<file path="config.mk">
export PLATFORM = sky130hd
export DESIGN_NAME = lc3_reg_file
export DESIGN_NICKNAME = d
export VERILOG_FILES = /design/src/rtl/lc3_pkg.sv /design/src/rtl/lc3_cc_logic.sv /design/src/rtl/lc3_reg_file.sv
export SDC_FILE = /design/constraint.sdc
export NUM_CORES = 1
export LEC_CHECK = 0
export CORE_MARGIN = 3
export CORE_UTILIZATION = 63
export CTS_CLUSTER_SIZE = 12
export DETAILED_ROUTE_END_ITERATION = 10
export GPL_TIMING_DRIVEN = 0
export HOLD_SLACK_MARGIN = 0.05
export PLACE_DENSITY = 0.84
export SLEW_MARGIN = 20
export SYNTH_ARGS = -nofsm -noshare
export SYNTH_HDL_FRONTEND = slang
export SYNTH_SLANG_ARGS = --single-unit
</file>
<file path="constraint.sdc">
create_clock -name clk -period 2.8 [get_ports clk]
set_clock_uncertainty 0.05 [all_clocks]
set_input_delay 0.28 -clock clk [delete_from_list [all_inputs] [get_ports clk]]
set_output_delay 0.28 -clock clk [all_outputs]
set_load 0.02 [all_outputs]
</file>
<file path="src/rtl/lc3_pkg.sv">
// lc3_pkg: shared LC-3 datapath definitions.
//  - REG_ADDR_W / DATA_W : register-file address and data widths
//  - CC_N / CC_Z / CC_P  : one-hot {N,Z,P} condition-code encodings
//  - CC_RESET            : condition code held after reset (Z)
package lc3_pkg;

  localparam int REG_ADDR_W = 3;
  localparam int DATA_W     = 16;

  typedef logic [2:0] cc_t;

  localparam cc_t CC_N     = 3'b100;
  localparam cc_t CC_Z     = 3'b010;
  localparam cc_t CC_P     = 3'b001;
  localparam cc_t CC_RESET = CC_Z;

endpackage

</file>
<file path="src/rtl/lc3_cc_logic.sv">
// lc3_cc_logic: combinational encode of a two's-complement value to the
// one-hot {N,Z,P} condition code. Also used by the branch unit.
// Ports:
//  value  in   W   value to classify
//  cc     out  3   CC_N if negative, CC_Z if zero, CC_P otherwise
module lc3_cc_logic
  import lc3_pkg::*;
#(
  parameter int W = lc3_pkg::DATA_W
) (
  input  logic [W-1:0] value,
  output cc_t          cc
);

  always_comb begin
    cc = CC_P;
    if (value[W-1])       cc = CC_N;
    else if (value == '0) cc = CC_Z;
  end

endmodule

</file>
<file path="src/rtl/lc3_reg_file.sv">
// lc3_reg_file: LC-3 R0-R7 register file with a registered write-back stage
// and the NZP condition-code register.
//  Writes are captured into a pending stage on one edge and committed to the
//  array on the next, so back-to-back writes overlap capture and commit.
//  Optional feature macro: LC3_RF_BYPASS_EN
//   defined   -> reads forward a matching pending write, stall tied 0
//   undefined -> reads see the array only, stall flags a pending-write hazard
// Ports:
//  clk     in   1         rising-edge clock
//  rst_n   in   1         async active-low reset
//  ldReg   in   1         write request (busIn -> R[drSel])
//  drSel   in   AW        destination register
//  busIn   in   DATA_W    write-back data / NZP source
//  ldCC    in   1         update NZP from busIn
//  sr1Sel  in   AW        SR1 read address
//  sr2Sel  in   AW        SR2 read address
//  Ra      out  DATA_W    SR1 read data (combinational)
//  Rb      out  DATA_W    SR2 read data (combinational)
//  nzp     out  3         condition codes {N,Z,P} (registered)
//  stall   out  1         read hazard against the pending write
module lc3_reg_file
  import lc3_pkg::*;
#(
  parameter  int DATA_W   = lc3_pkg::DATA_W,
  parameter  int NUM_REGS = 8,
  localparam int AW       = $clog2(NUM_REGS)
) (
  input  logic              clk,
  input  logic              rst_n,
  input  logic              ldReg,
  input  logic [AW-1:0]     drSel,
  input  logic [DATA_W-1:0] busIn,
  input  logic              ldCC,
  input  logic [AW-1:0]     sr1Sel,
  input  logic [AW-1:0]     sr2Sel,
  output logic [DATA_W-1:0] Ra,
  output logic [DATA_W-1:0] Rb,
  output logic [2:0]        nzp,
  output logic              stall
);

  logic [NUM_REGS-1:0][DATA_W-1:0] gpr;

  logic              pend_valid;
  logic [AW-1:0]     pend_dr;
  logic [DATA_W-1:0] pend_data;

  cc_t cc_next;

  // Pending stage: one write in flight between capture and commit.
  always_ff @(posedge clk or negedge rst_n) begin
    if (!rst_n) begin
      pend_valid <= 1'b0;
      pend_dr    <= '0;
      pend_data  <= '0;
    end else begin
      pend_valid <= ldReg;
      pend_dr    <= drSel;
      pend_data  <= busIn;
    end
  end

  // One flop bank per register; each commits only its own pending write.
  for (genvar r = 0; r < NUM_REGS; r++) begin : g_reg
    always_ff @(posedge clk or negedge rst_n) begin
      if (!rst_n)
        gpr[r] <= '0;
      else if (pend_valid && pend_dr == AW'(r))
        gpr[r] <= pend_data;
    end
  end

  // NZP follows busIn directly, not the pending stage.
  lc3_cc_logic #(.W(DATA_W)) u_cc (
    .value (busIn),
    .cc    (cc_next)
  );

  always_ff @(posedge clk or negedge rst_n) begin
    if (!rst_n)    nzp <= CC_RESET;
    else if (ldCC) nzp <= cc_next;
  end

`ifdef LC3_RF_BYPASS_EN
  assign Ra    = (pend_valid && pend_dr == sr1Sel) ? pend_data : gpr[sr1Sel];
  assign Rb    = (pend_valid && pend_dr == sr2Sel) ? pend_data : gpr[sr2Sel];
  assign stall = 1'b0;
`else
  assign Ra    = gpr[sr1Sel];
  assign Rb    = gpr[sr2Sel];
  // Array is one edge behind the pending write; the controller must hold.
  assign stall = pend_valid && (pend_dr == sr1Sel || pend_dr == sr2Sel);
`endif

endmodule

</file>
# Yosys cells after proc, flatten, opt, wreduce, memory -nomap -nowiden
# Index checks and enable logic that the tools add are counted.
dict set report op_classes {
  n_addsub 0
  mul 0
  div_mod_pow 0
  magnitude_cmp 2
  n_eq_ne 9
  n_shift 0
  n_mux 6
  bitwise_logic 0
  n_reduce_logical 12
}
# cell n
set ops {}
lappend ops {{$bmux 16 s3} 2}
lappend ops {{$mux 16} 2}
lappend ops {{$logic_not 16->1} 1}
lappend ops {{$eq 3x3->1 const B} 4}
lappend ops {{$logic_and 1x1->1} 9}
lappend ops {{$lt 3x4->1 const B} 2}
lappend ops {{$eq 3x2->1 const B} 2}
lappend ops {{$eq 3x3->1} 2}
lappend ops {{$eq 3x1->1 const B} 1}
lappend ops {{$logic_not 3->1} 1}
lappend ops {{$mux 3} 1}
lappend ops {{$mux 2} 1}
lappend ops {{$logic_or 1x1->1} 1}
dict set report word_totals {
  reg_bits 151
  latch_bits 0
  ramBits 0
  romBits 0
  input_bits 29
  out_inout_bits 36
  n_memories 0
}

# Logic depth before layout (Yosys ltp)
dict set report logic_depth {
  ltp_word 3
  depth_mapped 5
}

# Modules after synthesis
# From an unflattened synthesis, not the netlist that was laid out.
dict set report hier_totals {
  cells_unflattened 438
  area_unflattened_um2 7815.0
}
# mod n_inst cells_per_inst area_each_um2 seq_area_each_um2
set by_module_without_submodules {}
lappend by_module_without_submodules {lc3_reg_file 1 431 7764.9 3779.9}
lappend by_module_without_submodules {lc3_cc_logic 1 7 50.0 0.0}

# Least setup slack after synthesis
# No wires, ideal clock.
dict set report synth_timing {
  path_kind {input-to-output}
  startpoint {input sr2Sel[1]}
  endpoint {output Rb[11]}
  arrival_ns 1.436
  slack_ns 1.034
  stages 4
  n_path_buf 2
  cell_sequence {clkbuf_1 -> clkbuf_1 -> mux4_2 -> mux2_2}
}
dict set report synth_between {
  elab_chain_len 2
}
# item line
set synth_lines {}
lappend synth_lines {{from (decl)} lc3_reg_file.sv:35} ;# input logic [AW-1:0] sr2Sel,
lappend synth_lines {{$bmux 16 s3} lc3_reg_file.sv:90} ;# assign Rb = gpr[sr2Sel];
lappend synth_lines {{$mux 16 (implied by the code)} lc3_reg_file.sv:90}
lappend synth_lines {{to (decl)} lc3_reg_file.sv:37} ;# output logic [DATA_W-1:0] Rb,
# Every way passes these cells. The select of a mux whose other input is x is not followed.

# Worst setup path after layout
dict set report layout_timing {
  startpoint {register gpr[15] (netlist bit)}
  endpoint {output Ra[15]}
}
dict set report layout_between {
  elab_chain_len 2
}
# item line
set layout_lines {}
lappend layout_lines {{from (decl)} lc3_reg_file.sv:42} ;# logic [NUM_REGS-1:0][DATA_W-1:0] gpr;
lappend layout_lines {{from (signal, indexed assignment)} lc3_reg_file.sv:69} ;# gpr[r] <= pend_data;
lappend layout_lines {{$bmux 16 s3} lc3_reg_file.sv:89} ;# assign Ra = gpr[sr1Sel];
lappend layout_lines {{$mux 16 (implied by the code)} lc3_reg_file.sv:89}
lappend layout_lines {{to (decl)} lc3_reg_file.sv:36} ;# output logic [DATA_W-1:0] Ra,
# Every way passes these cells. The select of a mux whose other input is x is not followed.

==> impl_metrics.tcl <==
set metrics [dict create \
    clk_path_buf_depth 2 \
    cts_num_sinks 151 \
    path_buf_inv 1 \
    pwr-share-comb_pct 25.3 \
    drc 0 \
    r2r_start "pend_dr[2]" \
    cts_buffers 17 \
    hpwl_mm 11.6 \
    cts_tree "built" \
    grt.total_usage_pct 27.4 \
    syn2layout_area_growth_pct 18.1 \
    max_stage_delay_ns 0.59 \
    grt_start_max_net_pins 107 \
    cts-root-buf "clkbuf_16" \
    grt_pass1_wl_mm 28.3 \
    layout_min_cycle_time_ns 2.60 \
    drive_gt1_share_pct 48.0 \
    detail_route.iter0.violations 370 \
    tightest_slew_ns 0.957 \
    clk_latency_ns 0.43 \
    power_density_nw_per_um2 750 \
    final_net_count 548 \
    via_per_inst 6.50 \
    synth_warnings 0 \
    relSlewSlack_pct 35.6 \
    setup_slack_ns 0.202 \
    clkTransAtPathRegs_ns 0.06 \
    pwr-share-seq_pct 42.4 \
    rsz0062_at_grt "false" \
    fp.dieArea_um2 13800 \
    die_w_um 117 \
    avgRoutedWirePerCell_um 25.7 \
    synth_cell_types 30 \
    hold_viol_final 0 \
    crit_required_ns 2.47 \
    syn_nets 469 \
    via_count 4542 \
    initial_core_util_pct 64.7 \
    fin_util_pct 76.4 \
    yosysSeqAreaShare_pct 48.4 \
    power.total_uw 6910 \
    synth-compound-area-share_pct 0.497 \
    final.setup.tns_ns 0 \
    fin_crit_sh_pct 92.8 \
    port_buffers 58 \
    yosys.area_share.simple_pct 2.64 \
    antenna_found_initial 0 \
    critical_path_class "flop to primary output" \
    start_kind "flop" \
    crit_start "gpr[15]" \
    rows 40 \
    first_pass_iters 4 \
    run_status "completed" \
    crit_path_end_kind "primary output" \
    cp_slowest_cell "mux4_4" \
    chipHeight_um 117 \
    synth_mux_area_share_pct 44.2 \
    p_sw_uw 1840 \
    syn_avg_cell_area_um2 17.7 \
    overflow 0 \
    fp.coreArea_um2 12100 \
    whs_ns 0.250 \
    grt_pass1_vias 4909 \
    antenna_cells 0 \
    synth_area_um2 7810 \
    synthAdderAreaFrac_pct 0 \
    cp.arrival_ns 2.27 \
    finalSetupViolCount 0 \
    r2r_setup_slack_ns 0.78 \
    antenna_left 0 \
    synth_top_family_by_area "multiplexers" \
    reg2reg_to "gpr[14]" \
    crit_end "Ra[15]" \
    ir_worst_vdd_mv 0.519 \
    postCtsSetupRepairBufs 0 \
    ys_ff_latch 151 \
    power.internal_uw 5080 \
    wirelength_mm 18.0 \
    crit_chain "mux4_4 > mux2_2 > clkdlybuf4s50_1" \
    slew_violations 0 \
    routabilityCongestion 0.790 \
    dp_slack_ns 0.0423 \
    clock.fmax_mhz 385 \
    synthesis.instances 440 \
    cap_violations 0 \
    h-tree-depth 4 \
    switching_share_pct 26.6 \
    p_clk_share_pct 32.4 \
    worstHoldPathType "primary input to flop" \
    p_leak_uw 0.00389 \
    synthXorXnorAreaFrac_pct 0.449 \
    ios 65 \
    worst-path-stages 3 \
    worstPathMaxFanout 3 \
    critical-path-top-delay-family "multiplexers" \
    r2r_cells 5 \
]
==> power by group through the flow <==
| stage | sequential (uW) | combinational (uW) | clock, uW |
|---|---|---|---|
| 3_3_place_gp | 2900 | 1690 | 0 |
| 5_1_grt | 2980 | 1850 | 2360 |
| 3_5_place_dp | 2950 | 1750 | 0 |
| 4_1_cts | 2920 | 1760 | 2260 |
| 2_1_floorplan | 2840 | 1220 | 0 |
| 6_report | 2930 | 1750 | 2240 |
==> logic make-up after synthesis <==
group	after synthesis
AOI/OAI and AO/OA	5
muxes	225
DFF	151
xor gates and xnor gates	4
and+or+nand+nor	21
buffers and inverters	34
==> layer usage <==
metal / wire [um] / global-route usage (%) / vias up
li1: - / - / 1926
met1: 7670 / 37.6 / 2449
met2: 9050 / 44.4 / 137
met3: 814 / 5.69 / 30
met4: 439 / 9.60 / 0
met5: 0 / 0 / -
==> synth_stat cells <==
cell type / n / area, um2
mux2_2: 151 / 1700
dfrtp_1: 150 / 3750
mux4_1: 40 / 1050
mux4_2: 21 / 473
mux2_4: 10 / 150
buf_6: 9 / 101
buf_4: 6 / 45.0
buf_2: 5 / 25.0
clkbuf_1: 5 / 18.8
clkbuf_8: 5 / 68.8
nor4_1: 4 / 25.0
xnor2_1: 4 / 35.0
mux4_4: 3 / 75.1
nand4b_2: 3 / 45.0
and2_1: 2 / 12.5
buf_8: 2 / 30.0
inv_1: 2 / 7.51
nand2_1: 2 / 7.51
nor2_1: 2 / 7.51
nor3_4: 2 / 32.5
nor3b_4: 2 / 37.5
o2111ai_1: 2 / 17.5
a41o_1: 1 / 10.0
dfstp_2: 1 / 26.3
nand2b_1: 1 / 6.26
nand2b_4: 1 / 13.8
nand4_1: 1 / 6.26
nand4_2: 1 / 12.5
o21ai_0: 1 / 5.00
o22ai_1: 1 / 6.26
==> cell type report <==
| cell class | instances | area [um2] |
|---|---|---|
| well taps | 168 | 210 |
| flip-flops and latches | 151 | 3780 |
| repair buffers | 60 | 623 |
| fillers | 686 | 2840 |
| plain buffers | 32 | 293 |
| clock inverters | 8 | 97.6 |
| inverters | 2 | 7.51 |
| multi-input cells | 255 | 3730 |
| clock buffers | 23 | 478 |
==> stage by stage <==
stage,area (um2),instances
5_1_grt,9220,699
3_3_place_gp,8600,666
3_5_place_dp,8630,667
4_1_cts,9220,699
6_report,9220,699
2_1_floorplan,7810,440
==> flip-flops by register name, indices dropped and copies added (netlist names) <==
name,flops
gpr,128
nzp,3
pend_data,16
pend_dr,3
pend_valid,1
==> what timing repair did <==
action / 4_1_cts / 5_1_grt
gates resized for setup: 1 / 4
endpoints found under the setup margin: 1 / 4
hold endpoints to repair: 45 / 0
hold buffers: 1 / 0
==> worst register-to-register path: stages (launching register included) <==
cell and delay [ns]:
dfrtp_1 0.37, buf_6 0.14, nand2b_4 0.18, nor3_4 0.43
buf_4 0.35, mux2_2 0.38
==> how the worst min path moves through the flow <==
stage,from,endpoint,slack (ns),cells past startpoint
after CTS,ldReg,pend_valid,0.24,1
after global routing,ldReg,pend_valid,0.24,1
after floorplan,rst_n,gpr[0],-0.07,0
final,ldReg,pend_valid,0.25,1
after detailed placement,rst_n,gpr[74],0.15,1
after global placement,nzp[1],nzp[1],0.42,2
==> cell usage in the layout, fill, tap and decap left out, types with 5 or more instances in the layout <==
master           count
buf_2                5
mux4_2              21
buf_6                9
mux4_1              40
clkbuf_16           17
mux2_4              10
clkdlybuf4s50_1     57
clkbuf_8             8
dfrtp_1            150
clkbuf_1             5
buf_4                6
mux2_2             151
Note: power is estimated with default switching activity, not from simulation.
